**src/rtl/rom_pkg.sv**
```systemverilog
// Shared definitions for the ROM burst fetch sequencer.
package rom_pkg;

    localparam int ADDR_W_DEF = 8;
    localparam int DATA_W_DEF = 8;

    typedef enum logic [1:0] {
        ST_IDLE  = 2'd0,
        ST_RUN   = 2'd1,
        ST_DRAIN = 2'd2
    } state_t;

endpackage

```
**src/rtl/rom_fetch_seq_if.sv**
```systemverilog
// Burst request and stream handshake between the fetch sequencer and its user.
interface rom_fetch_seq_if
    import rom_pkg::*;
#(
    parameter int ADDR_W = ADDR_W_DEF,
    parameter int DATA_W = DATA_W_DEF
) ();

    logic              start;
    logic [ADDR_W-1:0] base_addr;
    logic [ADDR_W:0]   length;
    logic [DATA_W-1:0] data_out;
    logic              valid;
    logic              ready;
    logic              busy;
    logic              done;

    modport master (
        output start, base_addr, length, ready,
        input  data_out, valid, busy, done
    );

    modport slave (
        input  start, base_addr, length, ready,
        output data_out, valid, busy, done
    );

endinterface

```
**src/rtl/rom_fetch_seq.sv**
```systemverilog
// Streams a burst of consecutive words out of a combinational ROM with a
// valid/ready output register.
//
// state    | meaning
// ---------+---------------------------------------------------------
// ST_IDLE  | waiting for start; Address holds its last value
// ST_RUN   | words still to be fetched from the ROM
// ST_DRAIN | all words fetched, waiting for the last one to be taken
module rom_fetch_seq
    import rom_pkg::*;
#(
    parameter int ADDR_W = ADDR_W_DEF,
    parameter int DATA_W = DATA_W_DEF
) (
    input  logic              clk,
    input  logic              rst_n,
    output logic [ADDR_W-1:0] Address,
    input  logic [DATA_W-1:0] rom_data,
    rom_fetch_seq_if.slave    bus
);

    localparam logic [ADDR_W-1:0] ADDR_ONE = ADDR_W'(1);
    localparam logic [ADDR_W:0]   REM_ONE  = (ADDR_W + 1)'(1);

    state_t            state_q, state_d;
    logic [ADDR_W-1:0] addr_q, addr_d;
    logic [ADDR_W:0]   rem_q, rem_d;
    logic [DATA_W-1:0] data_q, data_d;
    logic              valid_q, valid_d;
    logic              done_q, done_d;
    logic              load;

    always_ff @(posedge clk or negedge rst_n) begin
        if (!rst_n) begin
            state_q <= ST_IDLE;
            addr_q  <= '0;
            rem_q   <= '0;
            data_q  <= '0;
            valid_q <= 1'b0;
            done_q  <= 1'b0;
        end else begin
            state_q <= state_d;
            addr_q  <= addr_d;
            rem_q   <= rem_d;
            data_q  <= data_d;
            valid_q <= valid_d;
            done_q  <= done_d;
        end
    end

    always_comb begin
        state_d = state_q;
        addr_d  = addr_q;
        rem_d   = rem_q;
        data_d  = data_q;
        valid_d = valid_q;
        done_d  = 1'b0;
        load    = 1'b0;
        case (state_q)
            ST_IDLE: begin
                if (bus.start) begin
                    // A zero-length request completes at once without touching Address.
                    if (bus.length != '0) begin
                        addr_d  = bus.base_addr;
                        rem_d   = bus.length;
                        state_d = ST_RUN;
                    end else begin
                        done_d = 1'b1;
                    end
                end
            end
            ST_RUN: begin
                load = (!valid_q || bus.ready) && (rem_q != '0);
                if (load) begin
                    data_d  = rom_data;
                    valid_d = 1'b1;
                    addr_d  = addr_q + ADDR_ONE;
                    rem_d   = rem_q - REM_ONE;
                    if (rem_q == REM_ONE) begin
                        state_d = ST_DRAIN;
                    end
                end else if (valid_q && bus.ready) begin
                    valid_d = 1'b0;
                end
            end
            ST_DRAIN: begin
                if (valid_q && bus.ready) begin
                    valid_d = 1'b0;
                    done_d  = 1'b1;
                    state_d = ST_IDLE;
                end
            end
            default: begin
                state_d = ST_IDLE;
            end
        endcase
    end

    assign Address      = addr_q;
    assign bus.data_out = data_q;
    assign bus.valid    = valid_q;
    assign bus.done     = done_q;
    assign bus.busy     = (state_q == ST_RUN) || (state_q == ST_DRAIN);

endmodule

```
**src/flat_wrapper.sv**
```systemverilog
// flat-port wrapper written by rule: the top's interface ports become plain ports
module rom_fetch_seq_flat import rom_pkg::*;
#(
    parameter int ADDR_W = ADDR_W_DEF,
    parameter int DATA_W = DATA_W_DEF
)
  (clk, rst_n, Address, rom_data, bus_start, bus_base_addr, bus_length, bus_ready, bus_data_out, bus_valid, bus_busy, bus_done);
  rom_fetch_seq_if #(.ADDR_W(ADDR_W), .DATA_W(DATA_W)) bus_i ();
  input  logic clk;
  input  logic rst_n;
  output logic [ADDR_W-1:0] Address;
  input  logic [DATA_W-1:0] rom_data;
  input wire logic [$bits(bus_i.start)-1:0] bus_start;
  input wire logic [$bits(bus_i.base_addr)-1:0] bus_base_addr;
  input wire logic [$bits(bus_i.length)-1:0] bus_length;
  input wire logic [$bits(bus_i.ready)-1:0] bus_ready;
  output wire logic [$bits(bus_i.data_out)-1:0] bus_data_out;
  output wire logic [$bits(bus_i.valid)-1:0] bus_valid;
  output wire logic [$bits(bus_i.busy)-1:0] bus_busy;
  output wire logic [$bits(bus_i.done)-1:0] bus_done;
  assign bus_i.start = bus_start;
  assign bus_i.base_addr = bus_base_addr;
  assign bus_i.length = bus_length;
  assign bus_i.ready = bus_ready;
  assign bus_data_out = bus_i.data_out;
  assign bus_valid = bus_i.valid;
  assign bus_busy = bus_i.busy;
  assign bus_done = bus_i.done;
  rom_fetch_seq #(.ADDR_W(ADDR_W), .DATA_W(DATA_W)) u_core (.clk(clk), .rst_n(rst_n), .Address(Address), .rom_data(rom_data), .bus(bus_i));
endmodule
```
**config.mk**
```make
export PLATFORM = sky130hd
export DESIGN_NAME = rom_fetch_seq_flat
export DESIGN_NICKNAME = d
export VERILOG_FILES = /design/src/rtl/rom_pkg.sv /design/src/rtl/rom_fetch_seq_if.sv /design/src/rtl/rom_fetch_seq.sv /design/src/flat_wrapper.sv
export SDC_FILE = /design/constraint.sdc
export NUM_CORES = 1
export LEC_CHECK = 0
export BUFFER_PORTS_ARGS = -buffer_cell sky130_fd_sc_hd__buf_4
export CORE_MARGIN = 4
export CORE_UTILIZATION = 47
export DETAILED_ROUTE_END_ITERATION = 6
export MAX_ROUTING_LAYER = met4
export PLACE_DENSITY = 0.71
export SLEW_MARGIN = 20
export SYNTH_ARGS = -nofsm -noshare
export SYNTH_HDL_FRONTEND = slang
export SYNTH_SLANG_ARGS = --single-unit
```
**constraint.sdc**
```tcl
create_clock -name clk -period 3.46 [get_ports clk]
set_input_delay 0 -clock clk [delete_from_list [all_inputs] [get_ports clk]]
set_output_delay 0 -clock clk [all_outputs]
set_load 0.005 [all_outputs]
```
# ---- Word-level counts from Yosys, hierarchy flattened
# Cells that the tools add are included.
dict set report totals {
  reg_bits 29
  inputBits 29
  out_inout_bits 19
  word_cells 50
}
dict set report op_classes {
  reduce_logical 13
  n_eq_ne 8
  add_sub_neg 2
  n_mux 21
}
# operator count
set ops {}
lappend ops {{9-bit two-way mux} 3}
lappend ops {{8-bit two-way mux} 3}
lappend ops {{9-bit one-hot mux with 2 select lines} 1}
lappend ops {{9-bit nonzero test} 2}
lappend ops {{8-bit one-hot mux with 2 select lines} 1}
lappend ops {{2-bit two-way mux} 5}
lappend ops {{9-bit by 1-bit == test with 1-bit output, second input constant} 1}
lappend ops {{9-bit by 1-bit subtractor with 9-bit output, second input constant} 1}
lappend ops {{8-bit by 1-bit adder with 8-bit output, second input constant} 1}
lappend ops {{2-bit by 1-bit != test with 1-bit output, second input constant} 4}
lappend ops {{2-bit one-hot mux with 3 select lines} 1}
lappend ops {{1-bit two-way mux} 5}
lappend ops {{5-bit AND reduction} 1}
lappend ops {{1-bit one-hot mux with 2 select lines} 2}
lappend ops {{4-bit AND reduction} 1}
lappend ops {{2-bit nonzero test} 2}
lappend ops {{2-bit by 1-bit == test with 1-bit output, second input constant} 1}
lappend ops {{2-bit == test, second input constant} 1}
lappend ops {{1-bit logical AND} 2}
lappend ops {{2-bit logical NOT} 1}
lappend ops {{1-bit logical OR} 2}
lappend ops {{2-bit != test, second input constant} 1}
lappend ops {{2-bit AND reduction} 1}
lappend ops {{1-bit logical NOT} 1}

# ---- Longest topological paths before layout
dict set report depth {
  word_depth 5
  mapped_depth 9
  ltp_nobuf 6
}

# ---- Worst setup path after synthesis
# No wires, ideal clock.
dict set report synth_timing {
  path_type {reg-to-reg}
  from {reg u_core.rem_q[0]}
  to {reg u_core.state_q[0]}
  arrival_time_ns 1.880
  setup_slack_ns 1.455
  stages_incl_launch_ff 8
  setup_ns 0.125
  cell_sequence {dfrtp_1 > inv_1 > ha_1 > or4b_4 > o22a_1 > buf_6 > o2111ai_2 > mux2_4}
}
dict set report synth_between {
  elab_chain_cells 4
  elab_cells_between_ends 6
}
# item line
set synth_rtl {}
lappend synth_rtl {{start: declaration} rom_fetch_seq.sv:27} ;# logic [ADDR_W:0] rem_q, rem_d;
lappend synth_rtl {{start signal: assignment} rom_fetch_seq.sv:44} ;# rem_q <= rem_d;
lappend synth_rtl {{9-bit nonzero test} rom_fetch_seq.sv:73} ;# load = (!valid_q || bus.ready) && (rem_q != '0);
lappend synth_rtl {{1-bit logical AND} rom_fetch_seq.sv:73}
lappend synth_rtl {{2-bit by 1-bit != test with 1-bit output (no line)} -}
lappend synth_rtl {{5-bit AND reduction (no line) (*)} -}
lappend synth_rtl {{end signal: assignment} rom_fetch_seq.sv:42} ;# state_q <= state_d;
lappend synth_rtl {{end: declaration} rom_fetch_seq.sv:25} ;# state_t state_q, state_d;
# Every way passes the cells marked *; elsewhere a longest branch is shown, timed or not.
# A chain may end at the register's enable or synchronous reset.

# ---- Final worst setup path
dict set report layout_timing {
  from {reg u_core.state_q[0]}
  to {reg u_core.rem_q[8]}
}
dict set report layout_between {
  elab_chain_cells 3
  elab_cells_between_ends 8
}
# item line
set layout_rtl {}
lappend layout_rtl {{2-bit by 1-bit == test with 1-bit output / 2-bit logical NOT (equally long branches)} rom_fetch_seq.sv:59} ;# case (state_q)
lappend layout_rtl {{2-bit by 1-bit != test with 1-bit output (no line) (tied with other cells)} -}
lappend layout_rtl {{4-bit AND reduction (no line)} -}
# Parallel ways exist; a longest one is shown, timed or not.

==> impl_metrics.tcl <==
set metrics [dict create \
    post_cts_resized 0 \
    clk_pin_slew_ns 0.07 \
    ys_ff_latch 29 \
    ios 48 \
    final_area_mm2 0.00235 \
    grt_pass1_wl_mm 7.39 \
    crit_required_ns 3.63 \
    port_buffers 47 \
    status "finished, final reports clean" \
    nFillCells 307 \
    yosysUniqueCellTypes 48 \
    worst_pin_slew_ns 0.895 \
    cp-end-kind "register" \
    ys_seq_area_share_pct 40.8 \
    worstPathArrival_ns 2.74 \
    vias 1573 \
    start_util_pct 48.6 \
    hp-class "in2reg" \
    firstDrtPassIters 4 \
    crit_type "reg2reg" \
    period_share_pct 74.3 \
    cp_slowest_stage_delay_ns 0.77 \
    setup_tns_ns 0 \
    place_ws_ns 0.889 \
    max_freq_mhz 389 \
    first_iter_violations 72 \
    clockBufferDepth 2 \
    synth_warnings 0 \
    synthArstFlopShare_pct 100 \
    drive_gt1_share_pct 36.1 \
    grt_antenna_before_repair 0 \
    slew_viol_final 0 \
    ant_nets 0 \
    drt_wl_total_mm 4.37 \
    postCtsSetupRepairBufs 0 \
    rsz0062_at_grt "no" \
    multiInputGateArea_um2 967 \
    cts_root_buf "clkbuf_8" \
    cts.sinks 29 \
    grt_max_degree 36 \
    cap_violations 0 \
    die_y_um 69.6 \
    netlist_area_mm2 0.00178 \
    dieArea_mm2 0.00484 \
    whs_ns 0.0105 \
    hold_violations 0 \
    post-route-worst-setup-slack_ns 0.888 \
    grt_pass1_vias 1515 \
    skew_ns 0.00532 \
    wire_per_inst_um 15.5 \
    drc 0 \
    via_per_inst 5.60 \
    synth.net_count 210 \
    grt_overflow 0 \
    ys.flop_type "dfrtp_1" \
    power_density_mw_per_mm2 898 \
    placed_area_mm2 0.00215 \
    regArea_um2 726 \
    row_count 22 \
    cts-htree-levels 2 \
    die_x_um 69.6 \
    avgSynthCellArea_um2 10.2 \
    slew_headroom_pct 40.0 \
    worstPathMaxFanout 16 \
    cts_tree "yes" \
    placed_cells 262 \
    synth_edf_count 0 \
    grt_usage_pct 19.8 \
    dp_hpwl_mm 3.02 \
    coreArea_mm2 0.00366 \
    place.gp.congestion 0.867 \
    critPathSlowestCell "a21boi_2" \
    fin_crit_ns 2.57 \
    setup_viol 0 \
    power.leakage_uw 0.00106 \
    final_nets 268 \
    syn_inst 174 \
    irDropWorstVdd_uv 551 \
    crit_chain "inv_1, ha_1, mux2i_1, a41oi_2, a21boi_2, mux2_2" \
    antenna_cells 0 \
    cts_buffers 5 \
    clock_latency_ns 0.29 \
    fin_cells 281 \
    start_kind "register" \
    areaGrowthSynthToFinish_pct 32.0 \
]
==> worst max-delay path, delay by kind of cell (launching register included) <==
family	cells	cell delay, ns
flip-flops	1	0.39
buffers and inverters	1	0.08
adder cells (fa/ha/maj)	1	0.25
multiplexers	2	0.61
AO/OA/AOI/OAI	2	1.13
==> cell type report <==
type,instances,area share (%)
repair buffers,59,20.0
flip-flops and latches,29,30.9
clock inverters,3,0.745
multi-input cells,126,41.1
clock buffers,5,2.93
inverters,11,1.76
well taps,48,2.55
==> layer usage <==
layer  wire length, um  global-route usage [%]  up-vias
met3               246                    6.38        6
met2              2110                    29.8       44
met4                61                    7.16        0
met1              1950                    24.9      756
met5                 0                       -        -
li1                  -                       -      767
==> worst paths after layout <==
kind	startpoint	end	slack, ns	cells past startpoint
setup / recovery	u_core.state_q[0]	u_core.rem_q[8]	0.89	6
hold / removal	bus_ready	u_core.bus.valid	0.01	4
setup reg to reg	u_core.state_q[0]	u_core.rem_q[8]	0.89	6
hold reg to reg	u_core.bus.data_out[5]	u_core.bus.data_out[5]	0.51	1
max in group asynchronous	rst_n	u_core.bus.data_out[5]	3.01	2
min in group asynchronous	rst_n	u_core.bus.data_out[6]	0.18	2
==> power breakdown <==
group	switching, uW	internal (uW)	leakage (uW)
combinational	563	599	0.000679
sequential	160	513	0.000340
clock	139	138	0.0000439
total	862	1250	0.00106
==> stage by stage <==
step	utilization, %	total power [uW]
after floorplan	-	1460
after global placement	58.9	1780
after global routing	64.2	2300
after CTS	64.2	2130
final	64.2	2110
after detailed placement	58.9	1830
==> flip-flops by register name, summed over array words and instances (netlist names) <==
register,flops
u_core.rem_q,9
u_core.Address,8
u_core.bus.data_out,8
u_core.state_q,2
u_core.bus.done,1
u_core.bus.valid,1
==> synthesized netlist by cell type, types with 4 or more instances <==
library cell | n | area (um^2)
a21oi_1 | 4 | 20.0
a22o_1 | 4 | 35.0
a22oi_1 | 4 | 30.0
a31oi_1 | 4 | 25.0
clkbuf_1 | 4 | 15.0
dfrtp_1 | 29 | 726
ha_1 | 7 | 87.6
inv_1 | 11 | 41.3
mux2_2 | 15 | 169
mux2i_1 | 6 | 60.1
nand2_1 | 14 | 52.6
nor2_1 | 9 | 33.8
o211ai_1 | 7 | 52.6
o21ai_0 | 9 | 45.0
==> logic make-up after synthesis <==
family / Yosys count / share of synthesized area (%)
AO/OA/AOI/OAI: 49 / 20.6
AND/OR/NAND/NOR: 48 / 15.1
buffers and inverters: 19 / 4.92
adder cells (fa/ha/maj): 7 / 4.92
flip-flops: 29 / 40.8
multiplexers: 22 / 13.7
==> timing repair <==
item                                   4_1_cts  5_1_grt
endpoints found under the hold margin       39        0
hold buffers                                11        0
setup endpoints to repair                    0        0
==> cell usage in the layout (no fill, tap or decap), types with 4 or more instances in the layout <==
cell type	synthesis	routed
a31oi_1	4	4
a22oi_1	4	4
a21oi_1	4	4
nand2_1	14	14
ha_1	7	7
dlygate4sd3_1	0	11
dfrtp_1	29	29
o211ai_1	7	7
mux2_2	15	15
mux2i_1	6	6
o21ai_0	9	9
inv_1	11	11
clkbuf_8	0	5
buf_4	0	48
nor2_1	9	9
a22o_1	4	4
Note: power is estimated with default switching activity, not from simulation.
